### src/rtl/uart_dump_if.sv
// Purpose: bundles the control, RAM read-port and UART TX byte signals of the
// RAM dump engine.
// Modports:
//   master - the dump engine (drives status, RAM read strobe/address, TX byte)
//   slave  - the surrounding system (drives start/base/len, RAM data, TX ready)
interface uart_dump_if #(
  parameter int unsigned ADDR_LEN = 14,
  parameter int unsigned XLEN     = 32
);
  logic                dump_start;
  logic [ADDR_LEN-1:0] dump_base_addr;
  logic [ADDR_LEN-1:0] dump_len;
  logic                during_dump;
  logic                dump_done;
  logic                uart_ram_rd_en;
  logic [ADDR_LEN-1:0] uart_ram_addr;
  logic [XLEN-1:0]     uart_ram_rd_data;
  logic                uart_tx_valid;
  logic [7:0]          uart_tx_data;
  logic                uart_tx_ready;

  modport master (
    input  dump_start, dump_base_addr, dump_len, uart_ram_rd_data, uart_tx_ready,
    output during_dump, dump_done, uart_ram_rd_en, uart_ram_addr,
           uart_tx_valid, uart_tx_data
  );

  modport slave (
    output dump_start, dump_base_addr, dump_len, uart_ram_rd_data, uart_tx_ready,
    input  during_dump, dump_done, uart_ram_rd_en, uart_ram_addr,
           uart_tx_valid, uart_tx_data
  );
endinterface

### src/rtl/uart_dump.sv
// Purpose: reads a block of RAM words and streams each word out to the UART
// transmitter byte by byte, least-significant byte first.
// Ports:
//   clk  - system clock
//   rstb - asynchronous active-low reset
//   bus  - uart_dump_if.master: start/base/len in, during_dump/dump_done out,
//          RAM read strobe/address out and read data in, TX valid/data out
//          and TX ready in. All outputs are registered.
module uart_dump #(
  parameter int unsigned ADDR_LEN = 14,
  parameter int unsigned XLEN     = 32
) (
  input  logic        clk,
  input  logic        rstb,
  uart_dump_if.master bus
);

  localparam int unsigned NB    = XLEN / 8;
  localparam int unsigned CNT_W = (NB > 1) ? $clog2(NB) : 1;

  typedef enum logic [2:0] {
    S_IDLE,
    S_READ,
    S_WAIT,
    S_SEND,
    S_DONE
  } state_t;

  state_t              r_state;
  logic [ADDR_LEN-1:0] r_word_addr;
  logic [ADDR_LEN-1:0] r_remain;
  logic [XLEN-1:0]     r_shift;
  logic [CNT_W-1:0]    r_byte_cnt;
  logic                r_during;
  logic                r_done;
  logic                r_rd_en;
  logic [ADDR_LEN-1:0] r_ram_addr;
  logic                r_tx_valid;
  logic [7:0]          r_tx_data;

  logic [XLEN-1:0]     w_shift_nxt;
  logic [ADDR_LEN-1:0] w_addr_nxt;
  logic [ADDR_LEN-1:0] w_remain_nxt;
  logic                w_last_byte;

  assign w_shift_nxt  = r_shift >> 8;
  assign w_addr_nxt   = r_word_addr + ADDR_LEN'(1);  // wraps modulo 2^ADDR_LEN
  assign w_remain_nxt = r_remain - ADDR_LEN'(1);
  assign w_last_byte  = (r_byte_cnt == CNT_W'(NB - 1));

  // Sequencer: outputs are loaded on the edge that enters the state they
  // belong to, so every output is a flop and matches the current state.
  always_ff @(posedge clk or negedge rstb) begin
    if (!rstb) begin
      r_state     <= S_IDLE;
      r_word_addr <= '0;
      r_remain    <= '0;
      r_shift     <= '0;
      r_byte_cnt  <= '0;
      r_during    <= 1'b0;
      r_done      <= 1'b0;
      r_rd_en     <= 1'b0;
      r_ram_addr  <= '0;
      r_tx_valid  <= 1'b0;
      r_tx_data   <= '0;
    end else begin
      r_done  <= 1'b0;
      r_rd_en <= 1'b0;
      case (r_state)
        S_IDLE: begin
          if (bus.dump_start) begin
            r_word_addr <= bus.dump_base_addr;
            r_remain    <= bus.dump_len;
            r_during    <= 1'b1;
            if (bus.dump_len == '0) begin
              r_state <= S_DONE;
              r_done  <= 1'b1;
            end else begin
              r_state    <= S_READ;
              r_rd_en    <= 1'b1;
              r_ram_addr <= bus.dump_base_addr;
            end
          end
        end
        S_READ: begin
          r_state <= S_WAIT;
        end
        S_WAIT: begin
          // RAM data is valid this cycle; byte lane 0 goes out first
          r_shift    <= bus.uart_ram_rd_data;
          r_byte_cnt <= '0;
          r_tx_valid <= 1'b1;
          r_tx_data  <= bus.uart_ram_rd_data[7:0];
          r_state    <= S_SEND;
        end
        S_SEND: begin
          // valid is always high here, so ready alone marks a handshake
          if (bus.uart_tx_ready) begin
            r_shift    <= w_shift_nxt;
            r_tx_data  <= w_shift_nxt[7:0];
            r_byte_cnt <= r_byte_cnt + CNT_W'(1);
            if (w_last_byte) begin
              r_tx_valid  <= 1'b0;
              r_word_addr <= w_addr_nxt;
              r_remain    <= w_remain_nxt;
              if (w_remain_nxt != '0) begin
                r_state    <= S_READ;
                r_rd_en    <= 1'b1;
                r_ram_addr <= w_addr_nxt;
              end else begin
                r_state <= S_DONE;
                r_done  <= 1'b1;
              end
            end
          end
        end
        S_DONE: begin
          r_during <= 1'b0;
          r_state  <= S_IDLE;
        end
        default: begin
          r_during   <= 1'b0;
          r_tx_valid <= 1'b0;
          r_state    <= S_IDLE;
        end
      endcase
    end
  end

  assign bus.during_dump    = r_during;
  assign bus.dump_done      = r_done;
  assign bus.uart_ram_rd_en = r_rd_en;
  assign bus.uart_ram_addr  = r_ram_addr;
  assign bus.uart_tx_valid  = r_tx_valid;
  assign bus.uart_tx_data   = r_tx_data;

endmodule

### src/flat_wrapper.sv
// flat-port wrapper written by rule: the top's interface ports become plain ports
module uart_dump_flat 
#(
  parameter int unsigned ADDR_LEN = 14,
  parameter int unsigned XLEN     = 32
)
  (clk, rstb, bus_dump_start, bus_dump_base_addr, bus_dump_len, bus_uart_ram_rd_data, bus_uart_tx_ready, bus_during_dump, bus_dump_done, bus_uart_ram_rd_en, bus_uart_ram_addr, bus_uart_tx_valid, bus_uart_tx_data);
  uart_dump_if #(.ADDR_LEN(ADDR_LEN), .XLEN(XLEN)) bus_i ();
  input  logic clk;
  input  logic rstb;
  input wire logic [$bits(bus_i.dump_start)-1:0] bus_dump_start;
  input wire logic [$bits(bus_i.dump_base_addr)-1:0] bus_dump_base_addr;
  input wire logic [$bits(bus_i.dump_len)-1:0] bus_dump_len;
  input wire logic [$bits(bus_i.uart_ram_rd_data)-1:0] bus_uart_ram_rd_data;
  input wire logic [$bits(bus_i.uart_tx_ready)-1:0] bus_uart_tx_ready;
  output wire logic [$bits(bus_i.during_dump)-1:0] bus_during_dump;
  output wire logic [$bits(bus_i.dump_done)-1:0] bus_dump_done;
  output wire logic [$bits(bus_i.uart_ram_rd_en)-1:0] bus_uart_ram_rd_en;
  output wire logic [$bits(bus_i.uart_ram_addr)-1:0] bus_uart_ram_addr;
  output wire logic [$bits(bus_i.uart_tx_valid)-1:0] bus_uart_tx_valid;
  output wire logic [$bits(bus_i.uart_tx_data)-1:0] bus_uart_tx_data;
  assign bus_i.dump_start = bus_dump_start;
  assign bus_i.dump_base_addr = bus_dump_base_addr;
  assign bus_i.dump_len = bus_dump_len;
  assign bus_i.uart_ram_rd_data = bus_uart_ram_rd_data;
  assign bus_i.uart_tx_ready = bus_uart_tx_ready;
  assign bus_during_dump = bus_i.during_dump;
  assign bus_dump_done = bus_i.dump_done;
  assign bus_uart_ram_rd_en = bus_i.uart_ram_rd_en;
  assign bus_uart_ram_addr = bus_i.uart_ram_addr;
  assign bus_uart_tx_valid = bus_i.uart_tx_valid;
  assign bus_uart_tx_data = bus_i.uart_tx_data;
  uart_dump #(.ADDR_LEN(ADDR_LEN), .XLEN(XLEN)) u_core (.clk(clk), .rstb(rstb), .bus(bus_i));
endmodule
### config.mk
export PLATFORM = sky130hd
export DESIGN_NAME = uart_dump_flat
export DESIGN_NICKNAME = d
export VERILOG_FILES = /design/src/rtl/uart_dump_if.sv /design/src/rtl/uart_dump.sv /design/src/flat_wrapper.sv
export SDC_FILE = /design/constraint.sdc
export NUM_CORES = 1
export LEC_CHECK = 0
export CORE_AREA = 8 8 143 145
export DETAILED_ROUTE_END_ITERATION = 16
export DIE_AREA = 0 0 151 153
export GPL_ROUTABILITY_DRIVEN = 0
export SLEW_MARGIN = 0
export SYNTH_ARGS = -nofsm -noshare
export SYNTH_HDL_FRONTEND = slang
export SYNTH_SLANG_ARGS = --single-unit
### constraint.sdc
create_clock -name clk -period 2.9 [get_ports clk]
set_clock_uncertainty 0.1 [all_clocks]
set_input_delay 0.58 -clock clk [delete_from_list [all_inputs] [get_ports clk]]
set_output_delay 0.58 -clock clk [all_outputs]
set_load 0.005 [all_outputs]
==> out/results.tsv <==
metric	value	unit
Mapped Cells	448	
CP max stage delay	500	ps
Max Slew Vio Count	0	
CP top delay family	compound AO/OA/AOI/OAI gates	
TritonCTS Buffers	9	
top cells by area, synth	dfrtp_1, mux2i_1, o21ai_0	
FF-to-FF End	u_core.bus.uart_ram_addr[8]$_DFFE_PN0P_	
CP max FO	15	
I/O pin cnt	90	
measured slew at the worst slew-check pin	813	ps
cells on worst reg2reg path	7	
synth unique cells	54	
Slew headroom	45.8	%
Synth Area in XOR/XNOR	2.95	%
mux share of post-synthesis cell area	12.2	%
total wire length	12200	um
worst skew pair latency	340	ps
post-synth net total	516	
max-cap check violation count	0	
buffers added on ports	89	
setup ws final	303	ps
Yosys warning count	0	
number of vias per cell	4.72	
most frequent cells in the layout	clkdlybuf4s50_1, dfrtp_1, nand2_1	
Worst Path Arrival	2720	ps
Critical Path Sink Type	register	
post-route setup TNS	0	ps
slowest CP cell	a2111oi_4	
worst reg2reg setup slack	300	ps
Residual DRC	0	
Post-synth EDFFs	0	
worst reg2reg startpoint	u_core.r_remain[0]$_DFFE_PN0P_	
H-tree depth	3	
Die X-Extent	151	um
CTS max path bufs	2	
ys flop type	dfrtp_1	
drt pass-1 iters	4	
mean area per synthesized cell	9.93	sq um
Tmin final	2600	ps
Peak supply drop	0.366	mV
initial core utilization	24.4	%
die area	23100	sq um
Root Buffer	clkbuf_16	
max frequency	385	MHz
RSZ-0062 raised after global routing	no	
final setup vio count	0	
DRT antenna net count	0	
first-pass GRT wire length	19900	um
clock sinks	83	
worst endpoint required time	3030	ps
most common cell after layout, fill and taps aside	clkdlybuf4s50_1	
Seq/Total Area, Yosys	46.7	%
CTS clk-pin slew, worst paths	70	ps
buffers and inverters on the worst path	1	
pre-CTS WS	67.6	ps
number of failing hold endpoints at the final stage	0	
cells along the critical path	inv_1 > ha_1 > nor3b_4 > nand3_2 > a2111oi_4 > o211ai_4 > mux2_4	
CTS Hold Bufs	0	
complex-gate fraction of the synthesized area	16.0	%
total power	5.45	mW
Area growth, synth to finish	30.7	%
simple-gate area share of the yosys netlist	15.2	%
largest net degree at the start of global routing	59	
grt ovf	0	
hold slack	150	ps
Vias	3598	
detailed-placement wirelength estimate	8700	um
wire length per cell	15.9	um
1st-iter DRT viols	263	
CTS tree	done	
share of layout cells above drive strength 1	12.5	%
Die Y	153	um
number of global-route vias before repair	3864	
fill cell count	1876	
top cell type's share of synthesized area	46.7	%
status	completed	
Netlist Area Pre-Place	4450	sq um
row count	50	
CP startpoint kind	register	
postcts setup bufs	0	
initial antenna violation count	0	
Yosys top cell by area	dfrtp_1	
Final period util	89.6	%
Hold Path Class	in -> async	
adder-cell share of the synthesized area	1.12	%
PwrDens	937	nW/um^2
Static Leakage	2.50	nW
GRT Total Usage	10.7	%
largest family of logic cells by synthesized area	compound AO/OA/AOI/OAI gates	
ys async rst share	100	%
worst setup path category	reg -> reg	
CTS resizes	0	
Ant. Diodes	0	
net count reported at finish	592	
Synth Register Bits	83	
area of the core	18300	sq um
## state kept, by name (all words and copies together), names as in the netlist
name and cells:
u_core.bus.dump_done 1, u_core.bus.during_dump 1, u_core.bus.uart_ram_addr 14, u_core.bus.uart_ram_rd_en 1
u_core.bus.uart_tx_valid 1, u_core.r_byte_cnt 2, u_core.r_remain 14, u_core.r_shift 32
u_core.r_state 3, u_core.r_word_addr 14
## worst reg2reg max path: stages, from the launching register on
cell	delay (ps)
dfrtp_1	450
inv_1	90
ha_1	260
nor3b_4	270
nand3_2	120
a2111oi_4	500
o211ai_4	310
mux2_4	390
## layer usage
| layer | wire [um] | GRT usage, % | vias to the layer above | part of all wire [%] |
|---|---|---|---|---|
| met4 | 245 | 5.09 | 0 | 2.0 |
| li1 | - | - | 1737 | - |
| met3 | 542 | 2.30 | 16 | 4.5 |
| met5 | 0 | 0 | - | 0 |
| met2 | 5980 | 17.5 | 82 | 49 |
| met1 | 5390 | 13.0 | 1763 | 44 |
## synth_stat cells (all sizes together), types with 2 or more instances
| library cell | instances |
|---|---|
| a22o | 11 |
| o211ai | 2 |
| nand2b | 2 |
| and2 | 2 |
| mux2i | 29 |
| ha | 4 |
| a2bb2oi | 4 |
| nor3 | 7 |
| a31oi | 4 |
| o22a | 2 |
| nand4 | 12 |
| mux2 | 20 |
| o21ai | 53 |
| nor2b | 2 |
| o22ai | 5 |
| nand3 | 13 |
| inv | 9 |
| nand2 | 51 |
| xnor2 | 3 |
| nor2 | 33 |
| o41ai | 2 |
| and4 | 2 |
| o2bb2ai | 2 |
| clkbuf | 22 |
| dfrtp | 83 |
| nor3b | 2 |
| nor4 | 4 |
| a21oi | 20 |
| and3 | 2 |
| xor2 | 12 |
| buf | 18 |
| nand3b | 2 |
## kinds of logic (layout without fill, tap and decap cells)
kind of cell / count (synthesis) / after routing
XOR/XNOR: 15 / 15
flip-flops: 83 / 83
multiplexers: 49 / 49
adder cells (fa/ha/maj): 4 / 4
AO/OA/AOI/OAI: 111 / 111
buffers and inverters: 49 / 130
AND/OR/NAND/NOR: 137 / 137
## worst max-delay path by stage
stage	from	end	depth (start not counted)
global route	u_core.r_remain[0]$_DFFE_PN0P_	u_core.bus.uart_ram_addr[7]$_DFFE_PN0P_	7
detailed placement	bus_dump_len[0]	u_core.bus.uart_ram_addr[9]$_DFFE_PN0P_	7
floorplan	u_core.r_remain[0]$_DFFE_PN0P_	u_core.bus.uart_ram_addr[10]$_DFFE_PN0P_	8
global placement	bus_dump_len[1]	u_core.bus.uart_ram_addr[9]$_DFFE_PN0P_	7
CTS	u_core.r_remain[0]$_DFFE_PN0P_	u_core.bus.uart_ram_addr[8]$_DFFE_PN0P_	7
finish	u_core.r_remain[0]$_DFFE_PN0P_	u_core.bus.uart_ram_addr[8]$_DFFE_PN0P_	7
## area by class of cell
class / count / area, sq um / area share (%)
Clock buffer: 11 / 243 / 4.17
Clock inverter: 5 / 37.5 / 0.645
Sequential cell: 83 / 2080 / 35.7
Inverter: 9 / 33.8 / 0.581
Tap cell: 234 / 293 / 5.03
Multi-Input combinational cell: 316 / 2120 / 36.5
Timing Repair Buffer: 105 / 1010 / 17.3
## per-stage QoR
stage	std cells	cell area, sq um	utilization (%)
after floorplan	448	4450	-
after global placement	747	5540	30.3
after detailed placement	747	5540	30.3
after CTS	763	5820	31.8
after global routing	763	5820	31.8
final	763	5820	31.8
## where the power goes
group / total (mW) / internal (mW) / switching, mW
Sequential: 2.04 / 1.62 / 0.421
Combinational: 2.32 / 1.17 / 1.16
Clock: 1.09 / 0.607 / 0.484
Total: 5.45 / 3.39 / 2.06
No activity file was read; power rests on OpenSTA's default activity.
